**config.mk**
```make
export PLATFORM = sky130hd
export DESIGN_NAME = match_event_counter
export DESIGN_NICKNAME = d
export VERILOG_FILES = /design/src/rtl/match_event_counter.sv
export SDC_FILE = /design/constraint.sdc
export NUM_CORES = 1
export LEC_CHECK = 0
export ABC_AREA = 1
export CELL_PAD_IN_SITES_DETAIL_PLACEMENT = 1
export CELL_PAD_IN_SITES_GLOBAL_PLACEMENT = 1
export CORE_MARGIN = 1.5
export CORE_UTILIZATION = 42
export DETAILED_ROUTE_END_ITERATION = 8
export MAX_ROUTING_LAYER = met4
export PLACE_DENSITY_LB_ADDON = 0.3
export REMOVE_ABC_BUFFERS = 1
export SYNTH_ARGS = -nofsm -noshare
export SYNTH_HDL_FRONTEND = slang
export SYNTH_SLANG_ARGS = --single-unit
```
**constraint.sdc**
```tcl
create_clock -name clk -period 2 [get_ports clk]
set_input_delay 0.2 -clock clk [delete_from_list [all_inputs] [get_ports clk]]
set_output_delay 0.2 -clock clk [all_outputs]
set_load 0.1 [all_outputs]
```
**src/rtl/match_event_counter.sv**
```systemverilog
// -----------------------------------------------------------------------------
// match_event_counter
//
// Counts single-cycle match pulses from the serial 1011 sequence detector over
// a programmable window of N clock cycles. It then offers the count and a
// saturation flag to a consumer through a valid/ready handshake.
//
// Optional build feature:
//   MATCH_CNT_AUTORESTART_EN - when defined, completing the result handshake
//   starts the next window immediately, using the latched window length.
//   Only abort or reset returns the block to IDLE.
//
// Parameters:
//   CNT_W  width of the match counter and res_count
//   WIN_W  width of win_len and of the internal cycle down-counter
//
// Ports:
//   clk        clock; all state changes on the rising edge
//   reset      asynchronous, active-low; clears all state
//   start      begin a window (honoured only in IDLE with win_len != 0)
//   abort      synchronous return to IDLE from any state; highest priority
//   win_len    window length N in cycles, sampled when start is accepted
//   z_in       match pulse from the detector, sampled on every rising edge
//   busy       high while counting or reporting
//   res_valid  result available (REPORT state)
//   res_ready  consumer accepts the result
//   res_count  matches counted in the last completed window
//   res_sat    counter saturated during the last completed window
// -----------------------------------------------------------------------------
module match_event_counter #(
  parameter int CNT_W = 8,
  parameter int WIN_W = 8
) (
  input  logic             clk,
  input  logic             reset,
  input  logic             start,
  input  logic             abort,
  input  logic [WIN_W-1:0] win_len,
  input  logic             z_in,
  output logic             busy,
  output logic             res_valid,
  input  logic             res_ready,
  output logic [CNT_W-1:0] res_count,
  output logic             res_sat
);

  typedef enum logic [1:0] {
    S_IDLE   = 2'd0,
    S_COUNT  = 2'd1,
    S_REPORT = 2'd2
  } state_t;

  state_t           r_state;
  state_t           w_state_nxt;

  logic [WIN_W-1:0] r_rem;
  logic [CNT_W-1:0] r_count;
  logic             r_sat;
  logic [CNT_W-1:0] r_res_count;
  logic             r_res_sat;
`ifdef MATCH_CNT_AUTORESTART_EN
  logic [WIN_W-1:0] r_len;
`endif

  // Control strobes decoded from the current state and inputs.
  logic             w_load;    // accepted start: load window, clear count
  logic             w_sample;  // counting cycle: sample z_in, step remaining
  logic             w_done;    // last counting cycle: publish the result
  logic             w_clear;   // abort: clear count and sat
  logic             w_reload;  // autorestart: reload window after handshake

  logic             w_at_max;
  logic [CNT_W-1:0] w_count_nxt;
  logic             w_sat_nxt;

  // ---------------------------------------------------------------------------
  // State register
  // ---------------------------------------------------------------------------
  // NOTE: sequential state uses non-blocking assignments so every register
  // samples the pre-edge values of the others, whatever the block order.
  always_ff @(posedge clk or negedge reset) begin
    if (!reset) begin
      r_state <= S_IDLE;
    end else begin
      r_state <= w_state_nxt;
    end
  end

  // ---------------------------------------------------------------------------
  // Next-state and control decode. Abort wins over start, over handshake
  // completion and over window completion in the same cycle.
  // ---------------------------------------------------------------------------
  // NOTE: every signal written here gets a default first, so no path through
  // the block leaves one unassigned and no latch is inferred.
  always_comb begin
    w_state_nxt = r_state;
    w_load      = 1'b0;
    w_sample    = 1'b0;
    w_done      = 1'b0;
    w_clear     = 1'b0;
    w_reload    = 1'b0;

    if (abort) begin
      w_state_nxt = S_IDLE;
      w_clear     = 1'b1;
    end else begin
      unique case (r_state)
        S_IDLE: begin
          if (start && (win_len != '0)) begin
            w_load      = 1'b1;
            w_state_nxt = S_COUNT;
          end
        end
        S_COUNT: begin
          w_sample = 1'b1;
          if (r_rem == WIN_W'(1)) begin
            w_done      = 1'b1;
            w_state_nxt = S_REPORT;
          end
        end
        S_REPORT: begin
          if (res_ready) begin
`ifdef MATCH_CNT_AUTORESTART_EN
            w_reload    = 1'b1;
            w_state_nxt = S_COUNT;
`else
            w_state_nxt = S_IDLE;
`endif
          end
        end
        default: w_state_nxt = S_IDLE;
      endcase
    end
  end

  // Saturating increment: at all-ones the count holds and sat is raised.
  assign w_at_max    = &r_count;
  assign w_count_nxt = (z_in && !w_at_max) ? r_count + CNT_W'(1) : r_count;
  assign w_sat_nxt   = r_sat | (z_in & w_at_max);

  // ---------------------------------------------------------------------------
  // Datapath
  // ---------------------------------------------------------------------------
  // NOTE: these are plain registers, not a memory array, so each takes the
  // asynchronous reset and the block leaves reset in a fully known state.
  always_ff @(posedge clk or negedge reset) begin
    if (!reset) begin
      r_rem       <= '0;
      r_count     <= '0;
      r_sat       <= 1'b0;
      r_res_count <= '0;
      r_res_sat   <= 1'b0;
`ifdef MATCH_CNT_AUTORESTART_EN
      r_len       <= '0;
`endif
    end else begin
      if (w_clear) begin
        r_count <= '0;
        r_sat   <= 1'b0;
      end

      if (w_load) begin
        r_rem   <= win_len;
        r_count <= '0;
        r_sat   <= 1'b0;
`ifdef MATCH_CNT_AUTORESTART_EN
        r_len   <= win_len;
`endif
      end

`ifdef MATCH_CNT_AUTORESTART_EN
      if (w_reload) begin
        r_rem   <= r_len;
        r_count <= '0;
        r_sat   <= 1'b0;
      end
`endif

      if (w_sample) begin
        r_rem   <= r_rem - WIN_W'(1);
        r_count <= w_count_nxt;
        r_sat   <= w_sat_nxt;
        // The final cycle's z_in is folded into the published result.
        if (w_done) begin
          r_res_count <= w_count_nxt;
          r_res_sat   <= w_sat_nxt;
        end
      end
    end
  end

`ifndef MATCH_CNT_AUTORESTART_EN
  // w_reload only has a consumer in the autorestart build.
  logic w_reload_unused;
  assign w_reload_unused = w_reload;
`endif

  // ---------------------------------------------------------------------------
  // Outputs
  // ---------------------------------------------------------------------------
  assign busy      = (r_state != S_IDLE);
  assign res_valid = (r_state == S_REPORT);
  assign res_count = r_res_count;
  assign res_sat   = r_res_sat;

endmodule

```
==> results_dict.tcl, run 1 <==
set metrics [dict create \
    route.detailed.drc 0 \
    drt_first_pass_iters 4 \
    hold_path.class "primary input to async pin" \
    finalCriticalPeriod_ps 1550 \
    p_per_area_nw_per_um2 860 \
    grt_overflow 0 \
    status "finished, final reports clean" \
    synthTopCellsByArea "dfrtp_1 39%, nand2_1 20%, nand3_1 9.5%" \
    crit_family "simple AND/OR/NAND/NOR gates" \
    worst_setup_path_end_kind "register" \
    cp_common_cell "nand2_1" \
    antenna_found_initial 0 \
    ant_nets 0 \
    layout_commonest_cell "nand2_1" \
    regToRegSetupSlack_ps 450 \
    r2r-start "r_count[0]$_DFFE_PN0P_" \
    start_util 0.442 \
    gp_routability_congestion 0.801 \
    drtIter0Drc 67 \
    cts-htree-levels 1 \
    grt_pass1_wl_um 7920 \
    cts-root-buf "clkbuf_8" \
    core-area_um2 4060 \
    synth_area_um2 1800 \
    cap_violations 0 \
    numCtsBuffers 3 \
    dieArea_um2 4680 \
    cts_buffer_depth 2 \
    cts.sink_count 28 \
    p_total_mw 1.81 \
    dp_hpwl_um 3670 \
    slowest_delay_ps 460 \
    drive_gt1_frac 0.120 \
    layoutNonFillerInstCount 333 \
    grt_max_degree 29 \
    holdWs_ps 301 \
    avgSynthCellArea_um2 6.96 \
    antenna_cells 0 \
    path_clk_slew_ps 100 \
    cp_cell_sequence "ha_1 -> nand2_2 -> nor2_4 -> nand2_4 -> nand2_4 -> nand2_1 -> o21ai_2 -> nand2_1 -> nand2_1" \
    seq_area_frac_synth 0.390 \
    gr-usage-all-layers 0.232 \
    crit_type "register to register" \
    cp.arrival_ps 1770 \
    skew_ps 2.94 \
    rsz0062_at_grt "no" \
    yosysWarnings 0 \
    r2r-end "r_count[2]$_DFFE_PN0P_" \
    placedCellCount 330 \
    path_max_fanout 10 \
    finalHoldViolCount 0 \
    port_buffers 24 \
    yosysUniqueCellTypes 23 \
    layout.nets 302 \
    synthCells 258 \
    timing.critical_path.buf_inv 0 \
    fin_setup_tns_ps 0 \
    slowest_stage "dfrtp_1" \
    vias 1725 \
    syn2layout_area_growth_pct 17.2 \
    cts_hold_buf 0 \
    setup.worst_path.start_class "register" \
    routed_wl_um 4720 \
    synth_area_leader_cell "dfrtp_1" \
    relSlewSlack 0.646 \
    worstPathRequired_ps 2220 \
    dieWidth_um 68.4 \
    worstSkewPairLatency_ps 280 \
    num_rows 23 \
    setup_viol 0 \
    final_util 0.519 \
    fp.dieH_um 68.4 \
    rr_worst_depth 9 \
    p_leak_nw 1.15 \
    worst_pin_slew_ps 529 \
    max_freq_mhz 646 \
    ys_ff_latch 28 \
    ir_drop_uv 344 \
    finalMaxSlewViolations 0 \
    post-cts-setup-buffers 0 \
    wl_per_cell_um 14.2 \
    mostFrequentLayoutCells "98 x nand2_1, 34 x nand3_1, 31 x inv_1" \
    tritoncts "yes" \
    grt_pass1_vias 1723 \
    vias_per_cell 5.18 \
    fin_crit_sh 0.774 \
    ctsResizeCount 0 \
    synth.top_cell.area_share 0.390 \
    io_pins 25 \
]
## cell type report
class                           count  area, µm²
Inverter                           36        135
Multi-Input combinational cell    189        930
Timing Repair Buffer               27        235
Fill cell                         535       1950
Tap cell                           50       62.6
Sequential cell                    28        701
Clock buffer                        3       41.3
## layer usage
layer  vias to the layer above  part of all wire  GRT usage
met4                         0             0.017     0.0900
met1                       828              0.47      0.286
met5                         -                 0          -
met3                         6             0.011     0.0148
li1                        877                 -          -
met2                        14              0.50      0.394
## synthesized netlist by cell type
master    number
nor3_1         1
dfrtp_1       28
inv_1         31
xnor2_1        1
nand3_4        2
xor2_1         1
nand3b_1       1
o21ai_0        6
nand3_1       34
nor2_4         3
o211ai_1       1
inv_2          5
ha_1           3
a31o_2         1
nor2_2         1
nand4_1       17
nor2_1        14
buf_2          3
o21ai_2        1
nand2_2        2
nand2_4        2
nand2_1       98
buf_4          2
## worst max path at each step
stage / start / endpoint / slack [ps] / cells past startpoint
floorplan: r_state[0]$_DFFE_PN0P_ / r_rem[4]$_DFFE_PN0P_ / 70 / 7
global placement: abort / r_rem[2]$_DFFE_PN0P_ / 310 / 8
detailed placement: abort / r_rem[2]$_DFFE_PN0P_ / 210 / 8
CTS: r_count[0]$_DFFE_PN0P_ / r_count[2]$_DFFE_PN0P_ / 440 / 9
global route: r_rem[5]$_DFFE_PN0P_ / res_count[1]$_DFFE_PN0P_ / 300 / 8
finish: r_count[0]$_DFFE_PN0P_ / r_count[2]$_DFFE_PN0P_ / 450 / 9
## report_power, final
part	internal (mW)	total, mW	leakage, nW	switching, mW
Sequential	0.658	0.760	0.376	0.102
Combinational	0.220	0.729	0.755	0.509
Clock	0.136	0.321	0.0216	0.185
Total	1.01	1.81	1.15	0.795
## through the flow
stage / setup WS [ps] / instance area (µm²)
6_report: 453 / 2100
3_3_place_gp: 309 / 2060
3_5_place_dp: 215 / 2060
2_1_floorplan: 73.5 / 1770
5_1_grt: 297 / 2100
4_1_cts: 438 / 2100
## flip-flops by register name, summed over array words and instances, names as in the netlist
register / flops
r_state: 2
res_sat: 1
res_count: 8
r_count: 8
r_sat: 1
r_rem: 8
## logic make-up (layout without fill, tap and decap cells)
kind of cell	count (synthesis)	after routing	synth area share
simple gates	175	175	0.456
buf+inv	41	66	0.0920
flops	28	28	0.390
compound gates	9	9	0.0307
fa+ha+maj	3	3	0.0209
xor+xnor	2	2	0.00976
No activity file was read; power rests on OpenSTA's default activity.
==> inputs of run 2 (changes only) <==
Settings changed: CORE_UTILIZATION 42 to 39.
Clock period 2 ns to 1.5 ns, I/O delays scaled along.
==> run 2 against run 1 <==
Sequential share of layout area shrank 4.4 points; total power increased by 49%; first-iteration DRC count grew 24%.
==> results_dict.tcl, run 2 (synthesis results as in run 1) <==
set metrics [dict create \
    rr_worst_depth 9 \
    num_rows 24 \
    dieWidth_um 70.9 \
    regToRegSetupSlack_ps 40 \
    drive_gt1_frac 0.179 \
    met3RoutedLength_um 109 \
    tritoncts "yes" \
    relSlewSlack 0.738 \
    crit_family "simple AND/OR/NAND/NOR gates" \
    max_freq_mhz 687 \
    ir_drop_uv 605 \
    cts.sink_count 28 \
    antenna_cells 0 \
    grt_overflow 0 \
    vias_per_cell 5.32 \
    placedCellCount 343 \
    fin_area_um2 2430 \
    p_per_area_nw_per_um2 1110 \
    wl_met2_um 2860 \
    start_util 0.410 \
    finalMaxSlewViolations 0 \
    timing.critical_path.buf_inv 0 \
    placed_area_um2 2310 \
    finalHoldViolCount 0 \
    cts_buffer_depth 2 \
    io_pins 25 \
    slowest_delay_ps 420 \
    cts_hold_buf 0 \
    wl_met1_um 2360 \
    antenna_found_initial 0 \
    cp_common_cell "nand2_1" \
    dieArea_um2 5020 \
    dp_hpwl_um 3910 \
    finalCriticalPeriod_ps 1460 \
    drtIter0Drc 83 \
    setup.worst_path.start_class "register" \
    cp_cell_sequence "ha_4 -> nand2_4 -> nor2_4 -> nand2_4 -> nand2_4 -> nand2_1 -> nand2_1 -> nand2_1 -> nand2_1" \
    layoutNonFillerInstCount 353 \
    grt_pass1_wl_um 8650 \
    core-area_um2 4380 \
    finalWorstSetupSlack_ps 44.1 \
    numCtsBuffers 3 \
    grt_max_degree 29 \
    dr.max_layer_used "met4" \
    routed_wl_um 5380 \
    cp.arrival_ps 1680 \
    r2r-start "r_count[1]$_DFFE_PN0P_" \
    p_leak_nw 1.30 \
    wl_per_cell_um 15.2 \
    ant_nets 0 \
    slowest_stage "dfrtp_1" \
    hold_path.class "primary input to async pin" \
    status "finished, final reports clean" \
    route.detailed.drc 0 \
    grt_pass1_vias 1883 \
    cts-htree-levels 1 \
    cap_violations 0 \
    fin_crit_sh 0.971 \
    port_buffers 24 \
    cts-root-buf "clkbuf_8" \
    setup_viol 0 \
    mostFrequentLayoutCells "98 x nand2_1, 34 x nand3_1, 30 x inv_1" \
    gp_routability_congestion 0.831 \
    worstSkewPairLatency_ps 270 \
    skew_ps 2.19 \
    syn2layout_area_growth_pct 35.2 \
    worst_pin_slew_ps 393 \
    gr-usage-all-layers 0.218 \
    worst_setup_path_end_kind "register" \
    path_max_fanout 5 \
    fp.dieH_um 70.9 \
    p_total_mw 2.70 \
    path_clk_slew_ps 100 \
    layout_commonest_cell "nand2_1" \
    drt_first_pass_iters 4 \
    r2r-end "r_count[3]$_DFFE_PN0P_" \
    place_worst_setup_slack_ps 23.5 \
    worstPathRequired_ps 1720 \
    crit_type "register to register" \
    layout.nets 319 \
    vias 1878 \
]
==> run 2: changes by cell type in the layout (fill, tap and decap cells not counted), sizes merged <==
cell,before,now
nand2,102,103
clkbuf,3,4
buf,14,30
==> run 2: worst max-delay path by stage <==
stage,startpoint,to,slack (ps),depth (start not counted)
6_report,r_count[1]$_DFFE_PN0P_,r_count[3]$_DFFE_PN0P_,40,9
5_1_grt,r_count[1]$_DFFE_PN0P_,r_count[2]$_DFFE_PN0P_,-20,9
4_1_cts,r_count[0]$_DFFE_PN0P_,r_count[2]$_DFFE_PN0P_,40,9
3_5_place_dp,abort,r_rem[2]$_DFFE_PN0P_,20,8
3_3_place_gp,win_len[4],r_rem[6]$_DFFE_PN0P_,40,9
2_1_floorplan,r_state[0]$_DFFE_PN0P_,r_rem[4]$_DFFE_PN0P_,-430,7
==> run 2: cell type report <==
class	instances	area [µm²]
Clock buffer	4	55.1
Fill cell	563	1960
Inverter	36	135
Multi-Input combinational cell	190	953
Sequential cell	28	701
Tap cell	52	65.1
Timing Repair Buffer	43	518
==> run 2: routing by layer <==
| layer | global-route usage | up-vias |
|---|---|---|
| li1 | - | 911 |
| met1 | 0.265 | 933 |
| met2 | 0.389 | 28 |
| met3 | 0.0242 | 6 |
| met4 | 0.0503 | 0 |
| met5 | - | - |
==> run 2: repair_timing <==
item                       in CTS  in global routing
setup buffers                   0                  5
resized for setup               0                  5
setup endpoints to repair       0                 11
==> run 2: power by group <==
group | total, mW | internal [mW] | switching, mW
Combinational | 1.18 | 0.457 | 0.724
Sequential | 1.03 | 0.878 | 0.155
Clock | 0.488 | 0.235 | 0.253
==> run 2: metrics by stage <==
stage | util | setup TNS (ps) | hold WS [ps]
final | 0.554 | 0 | 249
after global routing | 0.554 | -25.3 | 267
after CTS | 0.540 | 0 | 265
after detailed placement | 0.527 | 0 | 534
after global placement | 0.527 | 0 | 507
after floorplan | - | -7260 | -146
==> inputs of run 3 (changes only) <==
Settings changed: CORE_MARGIN 1.5 to default.
==> run 3 against run 2 <==
Global-route usage grew 1.5 points; non-clock buffer count shrank 4; hold slack gained 7.2 ps; critical path type unchanged; final area shrank 2.2%; highest routed layer unchanged; die area shrank 2.8%; critical endpoint is now r_count[1]$_DFFE_PN0P_; final cell count shrank 1.4%; sequential power is essentially flat.
==> results_dict.tcl, run 3 (synthesis results as in run 1) <==
set metrics [dict create \
    path_clk_slew_ps 100 \
    worst_setup_path_end_kind "register" \
    cts_hold_buf 0 \
    cap_violations 0 \
    layout_commonest_cell "nand2_1" \
    tritoncts "yes" \
    p_total_mw 2.67 \
    fp.dieH_um 69.9 \
    place_worst_setup_slack_ps -24.7 \
    regArea_um2 701 \
    core-area_um2 4380 \
    ir_drop_uv 557 \
    setup_viol 0 \
    finalHoldViolCount 0 \
    cts-root-buf "clkbuf_8" \
    cp.arrival_ps 1540 \
    finalMaxSlewViolations 0 \
    grt_pass1_vias 1881 \
    relSlewSlack 0.741 \
    worstSkewPairLatency_ps 280 \
    wl_per_cell_um 14.9 \
    worstPathRequired_ps 1670 \
    layout.nets 314 \
    fillers 574 \
    multiInputGateArea_um2 940 \
    grt_pass1_wl_um 8850 \
    rsz0062_at_grt "no" \
    dieArea_um2 4880 \
    num_rows 24 \
    vias_per_cell 5.31 \
    path_max_fanout 10 \
    ant_nets 0 \
    p_leak_nw 1.25 \
    worst_pin_slew_ps 389 \
    setup.worst_path.start_class "register" \
    drive_gt1_frac 0.169 \
    p_per_area_nw_per_um2 1130 \
    numCtsBuffers 3 \
    antenna_cells 0 \
    io_pins 25 \
    drtIter0Drc 108 \
    port_buffers 24 \
    routed_wl_um 5180 \
    holdWs_ps 256 \
    finalWorstSetupSlack_ps 128 \
    syn2layout_area_growth_pct 32.3 \
    status "finished, final reports clean" \
    cts-htree-levels 1 \
    route.detailed.drc 0 \
    gr-usage-all-layers 0.234 \
    dieWidth_um 69.9 \
    antenna_found_initial 0 \
    crit_type "register to register" \
    skew_ps 8.43 \
    drt_first_pass_iters 4 \
    placed_area_um2 2300 \
    start_util 0.410 \
    grt_overflow 0 \
    max_freq_mhz 729 \
    fin_crit_sh 0.915 \
    dp_hpwl_um 3780 \
    cts.sink_count 28 \
    grt_max_degree 29 \
    hold_path.class "primary input to async pin" \
    mostFrequentLayoutCells "98 x nand2_1, 34 x nand3_1, 30 x inv_1" \
    cts_buffer_depth 2 \
    fin_area_um2 2370 \
    gp_routability_congestion 0.786 \
    vias 1848 \
    finalCriticalPeriod_ps 1370 \
]
-- run 3: worst paths after layout --
check	slack (ps)	depth (start not counted)	endpoint	start
max	130	8	r_count[1]$_DFFE_PN0P_	r_count[0]$_DFFE_PN0P_
min	260	2	r_rem[2]$_DFFE_PN0P_	reset
max reg2reg	130	8	r_count[1]$_DFFE_PN0P_	r_count[0]$_DFFE_PN0P_
min reg2reg	550	2	r_sat$_DFFE_PN0P_	r_sat$_DFFE_PN0P_
max in group asynchronous	960	2	res_count[4]$_DFFE_PN0P_	reset
min in group clk	530	5	r_rem[3]$_DFFE_PN0P_	win_len[3]
-- run 3: stage by stage --
stage / instances / TNS, ps / utilization
after floorplan: 253 / -7260 / -
after global placement: 343 / 0 / 0.524
after detailed placement: 343 / -94.4 / 0.524
after CTS: 347 / 0 / 0.537
after global routing: 348 / 0 / 0.542
final: 348 / 0 / 0.542
-- run 3: worst max-delay path: stages, from the launching register on --
cell	delay (ps)
dfrtp_1	370
ha_2	210
nand2_2	80
nor2_4	160
nand2_4	130
nand2_4	110
nand2_1	70
nand3_1	80
nand2_1	70
-- run 3: where the power goes --
| part | switching, mW | internal, mW | leakage (nW) |
|---|---|---|---|
| logic | 0.738 | 0.431 | 0.846 |
| clock network | 0.249 | 0.235 | 0.0288 |
| registers | 0.142 | 0.878 | 0.376 |
-- run 3: area by class of cell --
type,count,share of cell area
clock buffers,4,0.0232
repair buffers,39,0.202
inverters,36,0.0569
multi-input cells,189,0.396
flip-flops and latches,28,0.295
well taps,52,0.0274
-- run 3: repair_timing --
action | CTS | global route
resized for setup | 0 | 5
buffers inserted | 0 | 1
setup endpoints to repair | 0 | 10
-- run 3: per-layer routing --
metal | vias to the layer above | share of wire | GRT usage
li1 | 899 | - | -
met4 | 0 | 0.012 | 0.0667
met1 | 916 | 0.44 | 0.281
met2 | 27 | 0.53 | 0.419
met3 | 6 | 0.022 | 0.0173
met5 | - | 0 | -
==> RTL change 1: new RTL, config.mk and constraints of run 2 <==
The 3 states of `state_t` get a one-hot encoding in 3 bits.
--- a/src/rtl/match_event_counter.sv
+++ b/src/rtl/match_event_counter.sv
@@ -45,8 +45,8 @@
 );
 
-  typedef enum logic [1:0] {
-    S_IDLE   = 2'd0,
-    S_COUNT  = 2'd1,
-    S_REPORT = 2'd2
+  typedef enum logic [2:0] {
+    S_IDLE   = 3'b001,
+    S_COUNT  = 3'b010,
+    S_REPORT = 3'b100
   } state_t;
 
Behaviour: same outputs for any inputs over 10 cycles, from zero or initial values and one cycle with reset low; not proved beyond that.
==> RTL change 1 against run 2 <==
- largest cell class unchanged
- power is 3.3% lower
- sequential share of layout area decreased by 1.9 points
- sequential cell count rose by 1
- global-route usage grew 0.13 points
- critical endpoint is now res_count[6]
- wire length is 1.9% lower
- final area up 11%
- worst setup slack better by 0.0039 ns
- synthesized area grew 4.5%
==> RTL change 1: results (changes against run 2) <==
- Via Count: 1,868, -0.53%
- Detailed Place HPWL: 3.80 mm, -3.0%
- placed standard-cell area: 2450 sq um, +5.9%
- clock buffers created by TritonCTS: 5, +2
- capturing point of the worst reg2reg path: res_count[6]
- clock tree skew after final layout: 0.00746 ns, +0.00528 ns
- static leakage: 0.00138 uW, +6.7%
- clock-pin slew of the registers on the worst-case setup and hold paths: 0.07 ns, -0.03 ns
- wire length of the first global-routing pass: 8.65 mm, about the same
- share of layout cells above drive strength 1: 0.294, +0.115
- GRT Total Usage: 0.220, +0.00130
- status: complete, no violations
- pre-CTS worst setup slack: -0.0571 ns, -0.0806 ns
- Reg-to-Reg Start: r_rem[1]
- share of synthesized area occupied by flip-flops and latches: 0.387, -0.00291
- Final #Nets: 325, +1.9%
- worst reg-to-reg path cell count: 10, +1
- cell types occupying the most area after synthesis: dfrtp_1 (37%), nand2_1 (19%), nand3_1 (5.9%)
- antenna violations before repair: 0, unchanged
- vias in the first global route: 1,871, -0.64%
- maximum number of pins on one net before global-route repair: 30, +3.4%
- post-synthesis share of cell area spent on full adders, half adders and majority gates: 0.0200, -0.000906
- maximum resistive drop on vdd: 0.000506 V, -16%
- transition time of the tightest slew-check pin: 0.393 ns, +0.000255 ns
- total instance count after detailed placement: 347, +1.2%
- final weighted congestion in routability-driven placement: 0.857, +3.2%
- Finished Layout Cells: 363, +2.8%
- gate count of the mapped netlist: 249, -3.5%
- deepest level of the CTS H-tree: 2, +1
- most numerous cell types in the synthesized netlist: nand2_1 (97), dfrtp_1 (28), inv_1 (24)
- Hold Worst Slack: 0.261 ns, +0.0123 ns
- initial drt markers: 59, -29%
- Synth cell types: 35, +52%
- final routed wire length divided by cell count: 14.6 microns, -4.6%
RTL change 1: power breakdown:
group	switching [uW]	internal (uW)	leakage (uW)
clock network	315	414	0.0000542
logic	519	374	0.000940
registers	113	877	0.000388
RTL change 1: critical path, cell delays in order (launching register included):
cell and delay, ns:
dfrtp_1 0.39, inv_2 0.08, ha_4 0.13, nand2_2 0.05, nor2_2 0.11, nand3_2 0.13, nor2_8 0.19, buf_6 0.13
buf_6 0.09, nand2_1 0.04, nand2_1 0.05
RTL change 1: what timing repair did:
action	4_1_cts	5_1_grt
gates resized for setup	2	21
setup endpoints to repair	6	18
pin swaps	1	6
buffers inserted	0	7
hold buffers	0	0
cloned	0	1
RTL change 1: worst max path at each step:
stage                              end  slack, ns
after global placement      r_count[5]      -0.01
after global routing        r_count[7]      -0.02
after detailed placement      r_rem[2]      -0.06
after CTS                 res_count[1]      0.007
after floorplan               r_rem[0]      -0.41
final                     res_count[6]       0.05
RTL change 1: cell families after synthesis:
group	after synthesis
buffers and inverters	34
flip-flops	29
adder cells (fa/ha/maj)	3
AND/OR/NAND/NOR	162
XOR/XNOR	4
AO/OA/AOI/OAI	17
RTL change 1: final cells by class:
class,instances,area (sq um)
fill,575,2000
multi-input combinational,186,1060
sequential,29,727
timing repair buffer,56,614
inverter,29,119
clock buffer,7,96.3
tap,54,67.6
clock inverter,1,5.00
timing repair inverter,1,5.00
RTL change 1: per-layer routing:
layer | GRT usage | vias to the layer above | wire (microns)
met5 | - | - | 0
li1 | - | 916 | -
met1 | 0.248 | 919 | 2230
met2 | 0.389 | 27 | 2860
met3 | 0.0417 | 6 | 128
met4 | 0.0755 | 0 | 65
==> RTL change 2: new RTL, config.mk and constraints of run 2 <==
Without the edit above. The parameter `WIN_W` goes from 8 to 7.
--- a/src/rtl/match_event_counter.sv
+++ b/src/rtl/match_event_counter.sv
@@ -30,5 +30,5 @@
 module match_event_counter #(
   parameter int CNT_W = 8,
-  parameter int WIN_W = 8
+  parameter int WIN_W = 7
 ) (
   input  logic             clk,
Interface: changed (resized win_len); port bits go from 25 to 24. The function was not compared with the original's and may differ.
==> RTL change 2 against run 2 <==
- power shrank 19%
- worst setup slack gained 0.058 ns
- worst hold slack gained 0.0041 ns
- global-route usage grew 1.7 points
- core utilization shrank 0.89 points
- clock skew grew 0.0048 ns
- sequential share of layout area grew 2.4 points
- final area shrank 11%
- maximum frequency grew 4.2%
- synthesized area shrank 10%
- combinational power shrank 30%
- count of clock-buffer cells in the layout shrank 1
- wire length shrank 14%
- sequential cell count shrank 1
==> RTL change 2: results (changes against run 2) <==
- most numerous cell types in the synthesized netlist: nand2_1 (64), nand3_1 (39), dfrtp_1 (27)
- antenna violations before repair: 0, unchanged
- Via Count: 1,608, -14%
- WP data arrival: 1.57 ns, -0.11 ns
- vias in the first global route: 1,694, -10%
- Synth Warn #: 0, unchanged
- static leakage: 0.00111 uW, -14%
- cell types occupying the most area after synthesis: dfrtp_1 (42%), nand2_1 (15%), nand3_1 (12%)
- clock buffer depth: 2, unchanged
- final weighted congestion in routability-driven placement: 0.864, +4.0%
- transition time of the tightest slew-check pin: 0.375 ns, -0.0183 ns
- initial drt markers: 84, +1.2%
- fill cell total of the finished layout: 482, -14%
- clock tree skew after final layout: 0.00703 ns, +0.00485 ns
- diode insertion count for antenna repair: 0, unchanged
- Reg-to-Reg Start: r_count[1]
- kind of cell with the highest combined delay on the critical path: simple AND/OR/NAND/NOR gates
- Root Buffer Master: clkbuf_8
- largest stage delay on the critical path: 0.37 ns, -0.05 ns
- Worst-Skew Late Latency: 0.28 ns
- pre-CTS worst setup slack: -0.0246 ns, -0.0480 ns
- deepest level of the CTS H-tree: 1, unchanged
- share of flip-flops with an asynchronous set or reset after synthesis: 1.00, unchanged
- Detailed Place HPWL: 3.46 mm, -12%
- clock-pin slew of the registers on the worst-case setup and hold paths: 0.10 ns, about the same
- capturing point of the worst reg2reg path: res_count[1]
- class of the worst hold path: in2async
- final routed wire length divided by cell count: 15.3 microns, +0.29%
- worst reg-to-reg path cell count: 8, -1
- Hold Worst Slack: 0.253 ns, +0.00414 ns
- Port Buffers: 23, -4.2%
- remaining global-route overflow: 0, unchanged
- proportion of total power due to net switching: 0.392, -0.0264
- Comb power: 828 uW, -30%
- status: complete, no violations
- design internal power: 1320 uW, -16%
- maximum resistive drop on vdd: 0.000403 V, -33%
- share of synthesized area occupied by flip-flops and latches: 0.420, +0.0300
- GRT Total Usage: 0.235, +0.0165
- slowest stage cell, crit path: dfrtp_1
- maximum number of pins on one net before global-route repair: 28, -3.4%
- worst-path maximum fanout: 13, +8
- Synth cell types: 23, unchanged
- power share of the clock group: 0.198, +0.017
- share of layout cells above drive strength 1: 0.181, +0.00170
- wire length of the first global-routing pass: 7.80 mm, -9.9%
- r2r setup slk: 0.10 ns, +0.06 ns
- drt pass-1 iters: 4, unchanged
- clock buffers created by TritonCTS: 3, unchanged
- Final #Nets: 271, -15%
## RTL change 2: stage by stage
stage	std cells	cell area, sq um	TNS (ns)
5_1_grt	304	2160	0
3_3_place_gp	299	2100	0
4_1_cts	303	2140	0
3_5_place_dp	299	2100	-0.113
2_1_floorplan	209	1550	-9.28
6_report	304	2160	0
## RTL change 2: repair_timing
action | in CTS | in global routing
endpoints found under the setup margin | 0 | 17
buffers inserted | 0 | 1
gates resized for setup | 0 | 6
hold buffers | 0 | 0
hold endpoints to repair | 0 | 0
## RTL change 2: cell families after synthesis
family / count (synthesis) / synth area share
adders and majority gates: 3 / 0.0233
buffers and inverters: 33 / 0.0942
DFF: 27 / 0.420
and+or+nand+nor: 141 / 0.411
AOI/OAI and AO/OA: 12 / 0.0514
## RTL change 2: worst max-delay path by stage
stage / from / depth (start not counted) / slack (ns) / end
6_report: r_count[1] / 8 / 0.10 / res_count[1]
5_1_grt: r_state[1] / 7 / 0.001 / r_rem[2]
4_1_cts: r_count[0] / 7 / 0.01 / r_count[7]
3_5_place_dp: win_len[0] / 8 / -0.02 / r_rem[0]
3_3_place_gp: win_len[1] / 8 / 0.03 / r_rem[3]
2_1_floorplan: r_state[0] / 3 / -0.51 / r_state[1]
## RTL change 2: final cells by class
class | instances | share of cell area
flip-flops and latches | 27 | 0.312
clock buffers | 3 | 0.0191
clock inverters | 1 | 0.00231
inverters | 26 | 0.0463
multi-input cells | 156 | 0.366
repair buffers | 41 | 0.226
well taps | 50 | 0.0289
## RTL change 2: metal layers
| layer | global-route usage | routed length [microns] | vias up |
|---|---|---|---|
| li1 | - | - | 786 |
| met1 | 0.305 | 2210 | 802 |
| met2 | 0.392 | 2330 | 16 |
| met3 | 0.0250 | 65 | 4 |
| met4 | 0.0612 | 48 | 0 |
| met5 | - | 0 | - |
